File: config.mk
export PLATFORM = sky130hd
export DESIGN_NAME = muldiv_seq_ctrl
export DESIGN_NICKNAME = d
export VERILOG_FILES = /design/src/rtl/muldiv_pkg.sv /design/src/rtl/muldiv_iter_cnt.sv /design/src/rtl/muldiv_seq_ctrl.sv
export SDC_FILE = /design/constraint.sdc
export NUM_CORES = 1
export LEC_CHECK = 0
export CAP_MARGIN = 15
export CORE_MARGIN = 4
export CORE_UTILIZATION = 36
export CTS_BUF_LIST = sky130_fd_sc_hd__clkbuf_4 sky130_fd_sc_hd__clkbuf_8
export CTS_CLUSTER_DIAMETER = 30
export DETAILED_ROUTE_END_ITERATION = 12
export GPL_ROUTABILITY_DRIVEN = 0
export GPL_TIMING_DRIVEN = 1
export PLACE_DENSITY = 0.64
export SKIP_LAST_GASP = 1
export SLEW_MARGIN = 40
export SYNTH_ARGS = -nofsm -noshare
export SYNTH_HDL_FRONTEND = slang
export SYNTH_HIERARCHICAL = 1
export SYNTH_SLANG_ARGS = --single-unit
export TNS_END_PERCENT = 100
File: constraint.sdc
create_clock -name clk -period 2.64 [get_ports clk]
set_input_delay 0.264 -clock clk [delete_from_list [all_inputs] [get_ports clk]]
set_output_delay 0.264 -clock clk [all_outputs]
set_load 0.005 [all_outputs]
File: src/rtl/muldiv_pkg.sv
// Shared types and constants for the RV64M iterative multiply/divide sequencer.
package muldiv_pkg;

  typedef enum logic [1:0] {
    ST_IDLE = 2'd0,
    ST_RUN  = 2'd1,
    ST_DONE = 2'd2
  } state_t;

  localparam logic [2:0] F3_MUL    = 3'd0;
  localparam logic [2:0] F3_MULH   = 3'd1;
  localparam logic [2:0] F3_MULHSU = 3'd2;
  localparam logic [2:0] F3_MULHU  = 3'd3;
  localparam logic [2:0] F3_DIV    = 3'd4;
  localparam logic [2:0] F3_DIVU   = 3'd5;
  localparam logic [2:0] F3_REM    = 3'd6;
  localparam logic [2:0] F3_REMU   = 3'd7;

  localparam int XLEN_ITERS = 64;
  localparam int WLEN_ITERS = 32;

endpackage

File: src/rtl/muldiv_iter_cnt.sv
// Loadable iteration down-counter; stops at zero and flags it.
module muldiv_iter_cnt #(
  parameter int CNT_W = 7
) (
  input  logic             clk,
  input  logic             reset,
  input  logic             load,
  input  logic [CNT_W-1:0] load_val,
  input  logic             dec,
  output logic             zero
);

  logic [CNT_W-1:0] cnt;

  // Load takes priority; decrement is blocked at zero so the count never wraps.
  always_ff @(posedge clk or posedge reset) begin
    if (reset) begin
      cnt <= '0;
    end else if (load) begin
      cnt <= load_val;
    end else if (dec && (cnt != '0)) begin
      cnt <= cnt - 1'b1;
    end
  end

  assign zero = (cnt == '0);

endmodule

File: src/rtl/muldiv_seq_ctrl.sv
// Sequencer for the iterative RV64M multiply/divide datapath.
// Optional busy-cycle performance counter: define MULDIV_PERF_CNT_EN.
//
// state   | meaning
// --------+--------------------------------------------------------------
// ST_IDLE | waiting for an op; dp_load/stall pulse combinationally on issue
// ST_RUN  | one dp_step per cycle until the iteration counter reaches zero
// ST_DONE | result_valid for one cycle, pipeline released
module muldiv_seq_ctrl
  import muldiv_pkg::*;
#(
  parameter int XLEN  = XLEN_ITERS,
  parameter int WLEN  = WLEN_ITERS,
  parameter int CNT_W = 7
) (
  input  logic        clk,
  input  logic        reset,
  input  logic        issue_valid,
  input  logic [2:0]  issue_funct3,
  input  logic        issue_word,
  input  logic        divisor_zero,
  input  logic        flush,
  output logic        stall,
  output logic        dp_load,
  output logic        dp_step,
  output logic [2:0]  dp_funct3,
  output logic        dp_word,
  output logic        result_valid,
  output logic        busy
`ifdef MULDIV_PERF_CNT_EN
  ,
  output logic [31:0] perf_busy_cycles
`endif
);

  state_t           state;
  logic             issue_go;
  logic             cnt_dec;
  logic             cnt_zero;
  logic [CNT_W-1:0] cnt_load_val;

  // A flush in the issue cycle cancels the op before anything is loaded.
  assign issue_go     = (state == ST_IDLE) && issue_valid && !flush;
  assign cnt_load_val = issue_word ? CNT_W'(WLEN - 1) : CNT_W'(XLEN - 1);
  assign cnt_dec      = (state == ST_RUN) && !cnt_zero;

  muldiv_iter_cnt #(
    .CNT_W(CNT_W)
  ) u_iter_cnt (
    .clk     (clk),
    .reset   (reset),
    .load    (issue_go),
    .load_val(cnt_load_val),
    .dec     (cnt_dec),
    .zero    (cnt_zero)
  );

  // State sequencing and op latch; divide with a zero divisor skips the iterations.
  always_ff @(posedge clk or posedge reset) begin
    if (reset) begin
      state     <= ST_IDLE;
      dp_funct3 <= 3'd0;
      dp_word   <= 1'b0;
    end else begin
      case (state)
        ST_IDLE: begin
          if (issue_go) begin
            dp_funct3 <= issue_funct3;
            dp_word   <= issue_word;
            state     <= (issue_funct3[2] && divisor_zero) ? ST_DONE : ST_RUN;
          end
        end
        ST_RUN: begin
          if (flush)         state <= ST_IDLE;
          else if (cnt_zero) state <= ST_DONE;
        end
        ST_DONE: state <= ST_IDLE;
        default: state <= ST_IDLE;
      endcase
    end
  end

  // Strobes decode directly from state; dp_load/stall must act in the issue cycle.
  assign dp_load      = issue_go;
  assign stall        = issue_go || (state == ST_RUN);
  assign dp_step      = (state == ST_RUN);
  assign result_valid = (state == ST_DONE) && !flush;
  assign busy         = (state != ST_IDLE);

`ifdef MULDIV_PERF_CNT_EN
  // Saturating count of busy cycles, cleared only by reset.
  always_ff @(posedge clk or posedge reset) begin
    if (reset) begin
      perf_busy_cycles <= 32'd0;
    end else if (busy && (perf_busy_cycles != 32'hFFFF_FFFF)) begin
      perf_busy_cycles <= perf_busy_cycles + 32'd1;
    end
  end
`endif

endmodule
Yosys cells after proc, flatten, opt, wreduce, memory -nomap -nowiden
Index checks and enable logic that the tools add are counted.

Reductions and logical operators: 16. Divide/modulo/power cells: 0. Equality and inequality tests: 4. Shift operators: 0. Multiplexer cells: 8. Add/subtract/negate cells: 1. Bitwise gates (word level): 0. Multipliers: 0. $lt $le $gt $ge: 0.

Operators by type and width (number): $mux W7 (2); $mux W2 (4); $logic_not A7 Y1 (1); $reduce_bool A7 Y1 (1); $sub A7 B1 Y7 const B (1); $logic_and A1 B1 Y1 (6); $mux W6 (1); $pmux W2 S2 (1); $reduce_and A2 Y1 (2); $reduce_bool A2 Y1 (2); $ne A3 B2 Y1 const B (1); $eq A2 B1 Y1 const B (1); $eq A2 B2 Y1 const B (1); $logic_not A1 Y1 (2); $logic_not A2 Y1 (1); $ne A2 B2 Y1 const B (1); $logic_or A1 B1 Y1 (1).

Word-level logic and storage cells: 33. Output and inout port bits: 9. Memories kept: 0. Input bits: 9. Latch bits: 0. ROM bits: 0. Flip-flop bits (word level): 13. Bits in writable memories: 0.

Longest topological paths before layout
Depth in word-level cells: 6. Gate-level depth with buffers: 8. Mapped depth without buffers: 8.

Modules after synthesis
Netlist, hierarchy kept.

By module, submodules not included: muldiv_iter_cnt (cells an instance 58, area each 504.2 µm², times used 1, sequential area each 175.2 µm²); muldiv_seq_ctrl (cells an instance 27, area each 295.3 µm², times used 1, sequential area each 150.1 µm²).

Worst setup path before layout
No wires, ideal clock.

Kind: reg2reg. From: register u_iter_cnt.cnt[0]. To: register u_iter_cnt.cnt[3]. Arrival: 1.943 ns. Required time: 2.563 ns. Setup slack: 0.620 ns. Library setup time: 0.077 ns. Cell stages (with the launch flop): 9. Clock period less this slack: 2.020 ns. Path buffers: 0. Path through: dfrtp_1 -> inv_1 -> ha_1 -> nand2b_1 -> nor2_1 -> nor2_1 -> or4b_1 -> a211o_2 -> a21oi_1.

Word-level cells in the longest chain between the ends: 5. Elaborated cells on any way between the ends: 9. Classes of those cells: add/sub: 1; mux: 2; reduce/logical: 6.

RTL lines: start: declaration (RTL line muldiv_iter_cnt.sv:13) `logic [CNT_W-1:0] cnt;`; start signal: assignment (RTL line muldiv_iter_cnt.sv:20) `cnt <= load_val;`; start signal: assignment (RTL line muldiv_iter_cnt.sv:22) `cnt <= cnt - 1'b1;`; $logic_not A7 Y1 (RTL line muldiv_iter_cnt.sv:26) `assign zero = (cnt == '0);`; net cnt_zero (RTL line muldiv_seq_ctrl.sv:39) `logic cnt_zero;`; $logic_not A1 Y1 (RTL line muldiv_seq_ctrl.sv:45) `assign cnt_dec = (state == ST_RUN) && !cnt_zero;`; $logic_and A1 B1 Y1 (RTL line muldiv_seq_ctrl.sv:45); net cnt_dec (RTL line muldiv_seq_ctrl.sv:38) `logic cnt_dec;`; $logic_and A1 B1 Y1 (RTL line muldiv_iter_cnt.sv:21) `end else if (dec && (cnt != '0)) begin`; $reduce_bool A2 Y1 (no line).

The timed path passes the listed nets, and every way through them passes these cells. The select of a mux whose other input is x is not followed. A chain may end at the register's enable or synchronous reset.

Worst setup path in the final report
From: register state[0]. To: output dp_load.

Word-level cells in the longest chain between the ends: 3.

RTL lines: start: declaration (RTL line muldiv_seq_ctrl.sv:36) `state_t state;`; start signal: assignment (RTL line muldiv_seq_ctrl.sv:70) `state <= (issue_funct3[2] && divisor_zero) ? ST_DONE : ST_RUN;`; $logic_not A2 Y1 (RTL line muldiv_seq_ctrl.sv:43) `assign issue_go = (state == ST_IDLE) && issue_valid && !flush;`; $logic_and A1 B1 Y1 (2 in series) (RTL line muldiv_seq_ctrl.sv:43); end: declaration (RTL line muldiv_seq_ctrl.sv:24) `output logic dp_load,`.

Every way passes these cells.

==> summary.md <==
| Metric | Value |
|---|---|
| Crit end category | `primary output` |
| VDD IR max | `0.386 mV` |
| I/O Buffers | `17` |
| GRT Residual Overflow | `0` |
| Count of pins over their slew limit | `0` |
| Detailed placement HPWL | `1380 um` |
| Initial core utilization | `39.2%` |
| Pwr dens | `644 nW/um^2` |
| Slowest library cell on the worst path | `or4b_4` |
| Number of synthesized flops with an enable pin | `0` |
| Global-route wire length before repair | `2960 um` |
| Max-cap violation count | `0` |
| DRT antenna net count | `0` |
| Worst R2R Setup Slack | `570 ps` |
| Ys flop type | `dfrtp_1` |
| CTS tree | `yes` |
| H-tree Lvls | `1` |
| Largest cells by area after synthesis | `dfrtp_1, mux2_2, a21oi_1, inv_1, nand2_1` |
| Tcrit/Tclk final | `85.4%` |
| Initial antenna violation count | `0` |
| P_sw | `227 uW` |
| Fillers | `209` |
| Fin nets | `about 120` |
| Worst path cell trace | `or4b_4 > inv_2 > clkdlybuf4s50_1` |
| Critical path startpoint category | `register` |
| Crit path kind | `register to primary output` |
| Routed wire per std cell | `roughly 13 um` |
| Sw Share | `33.6%` |
| Mapped Area | `between 700 and 800 um^2` |
| Via count | `694` |
| # IOs | `18` |
| Setup Fix Bufs, Post-CTS | `0` |
| Residual DRC | `0` |
| Worst path max stage delay | `590 ps` |
| Reg2reg end | `u_iter_cnt/cnt[3]$_DFFE_PP0P_` |
| CP startpoint | `state[0]$_DFFE_PP0P_` |
| Syn_area_per_cell | `about 9.4 um^2` |
| Hold Vio Cnt, Final | `0` |
| Synth Instances | `85` |
| Die X | `55.1 um` |
| Worst Hold Slack | `229 ps` |
| Leak | `0.440 nW` |
| Flops & latches, synth | `13` |
| Most common cell after layout, fill and taps aside | `clkdlybuf4s50_1` |
| Critical-path maximum fanout | `10` |
| Buf+Inv Stages, Crit Path | `2` |
| Area Growth Syn to Fin | `31.3%` |
| Die area | `3040 um^2` |
| Largest net degree at the start of global routing | `14` |
| Area after DPL | `1020 um^2` |
| Clock tree sinks | `13` |
| FMAX | `443 MHz` |
| Setup violations, final | `0` |
| GR Util All Layers | `around 14%` |
| Drt first pass iters | `4` |
| Design Area, Final | `between 1000 and 1500 um^2` |
| Combinational share of power | `35.0%` |
| Crit path to | `dp_load` |
| Clock power share | `20.2%` |
| Warnings, synthesis | `6` |
| Most frequent cells in the layout | `clkdlybuf4s50_1, dfrtp_1, inv_1` |
| DRT Wirelength | `approximately 1800 um` |
| Detailed Route Iter0 Violations | `14` |
| Min Tclk post-route | `2260 ps` |
| RSZ-0062 raised after global routing | `no` |
| Hold-fix buffers, CTS | `0` |
| Clock latency at the later pin of the worst-skew pair | `280 ps` |
| Setup TNS | `0 ps` |
| Rows | `16` |
| Sequential Power Share | `~45%` |
| Sequential area share after synthesis | `40.7%` |
| Tot Pwr | `roughly 680 uW` |
| Max clock buf depth | `2` |
| Area leader, netlist | `dfrtp_1` |
| Total CTS buffers | `3` |
| Layout Skew | `~0.20 ps` |
| Internal Pwr Total | `449 uW` |
| Crit path required time | `2380 ps` |
| Clk slew on worst S/H paths | `80 ps` |
| Vias in the first global route | `642` |
| CP delay by family, top | `buffers and inverters` |
| Share of the synthesized area in the top cell type | `40.7%` |
| Post-CTS sizing | `0` |
| Reg2reg path depth | `8` |
| Core area | `about 2000 um^2` |
| Worst Path Arrival | `1990 ps` |
| CTS Root Cell | `clkbuf_4` |
| Final core occ | `between 50% and 60%` |
| Slew Limit Headroom | `54.3%` |
| HP Class | `input pin to async pin` |
| Outcome | `complete, no violations` |
| Die Ht | `55.1 um` |
| Slew @ Worst Pin | `679 ps` |
| Post-synth ARST share | `100%` |
| Crit path depth | `3` |
| Share of layout cells above drive strength 1 | `between 10% and 20%` |
| Reg-to-Reg Start | `u_iter_cnt/cnt[0]$_DFFE_PP0P_` |
| Vias/cell | `5.07` |
| Number of distinct library cells after synthesis | `40` |
| Antenna Cells | `0` |
[layout make-up]
cell class                      instances  area (um^2)  area share (%)
Clock buffer                            4         30.0            2.86
Inverter                                8         30.0            2.86
Multi-Input combinational cell         66          445            42.4
Sequential cell                        13          325            31.0
Tap cell                               27         33.8            3.22
Timing Repair Buffer                   19          185            17.6
[worst min path at each step]
stage                        startpoint                       end  slack [ps]  depth (start not counted)
5_1_grt                           reset  dp_funct3[2]$_DFFE_PP0P_         250                          2
3_5_place_dp       state[1]$_DFFE_PP0P_      state[1]$_DFFE_PP0P_         490                          1
3_3_place_gp   dp_funct3[1]$_DFFE_PP0P_  dp_funct3[1]$_DFFE_PP0P_         490                          1
2_1_floorplan                     reset  dp_funct3[0]$_DFFE_PP0P_          50                          1
6_report                          reset      state[1]$_DFFE_PP0P_         230                          2
4_1_cts                           reset      state[1]$_DFFE_PP0P_         230                          2
[cell usage after synthesis (all sizes together) (2+ instances only)]
cell	n
o211ai	2
or4	2
or4b	2
nand2b	3
a211o	2
nand2	6
conb	2
nor3b	3
mux2	4
or2	2
nor4	2
dfrtp	13
nor2	5
a21oi	6
inv	8
nor2b	3
[metrics by stage]
| step | std cells | worst slack [ps] |
|---|---|---|
| after floorplan | 89 | 620 |
| after global placement | 133 | 400 |
| after global routing | 137 | 305 |
| after detailed placement | 133 | 376 |
| after CTS | 137 | 359 |
| final | 137 | 385 |
[cells by family after synthesis]
kind of cell | synth area share [%]
AOI/OAI and AO/OA | 17.8
adders and majority gates | 1.56
buffers and inverters | 5.48
DFF | 40.7
muxes | 5.63
other | 0.939
and+or+nand+nor | 27.9
[sequential cells by signal, summed over array words and instances, names as in the netlist]
register	flops
dp_funct3	3
u_iter_cnt/cnt	7
state	2
dp_word	1
[layer usage]
layer  wire, um  up-vias  track usage, %
met5          0        -               0
met4         33        0            9.72
met3        124        4            2.68
met2        848       30            24.0
met1        774      311            16.6
li1           -      349               -
[power by group through the flow]
stage / registers, mW / logic (mW) / clock network (mW)
2_1_floorplan: 0.293 / 0.151 / 0
3_3_place_gp: 0.304 / 0.233 / 0
3_5_place_dp: 0.307 / 0.238 / 0
4_1_cts: 0.303 / 0.239 / 0.142
5_1_grt: 0.312 / 0.265 / 0.156
6_report: 0.303 / 0.236 / 0.137
Power figures use the tool's default switching activity.
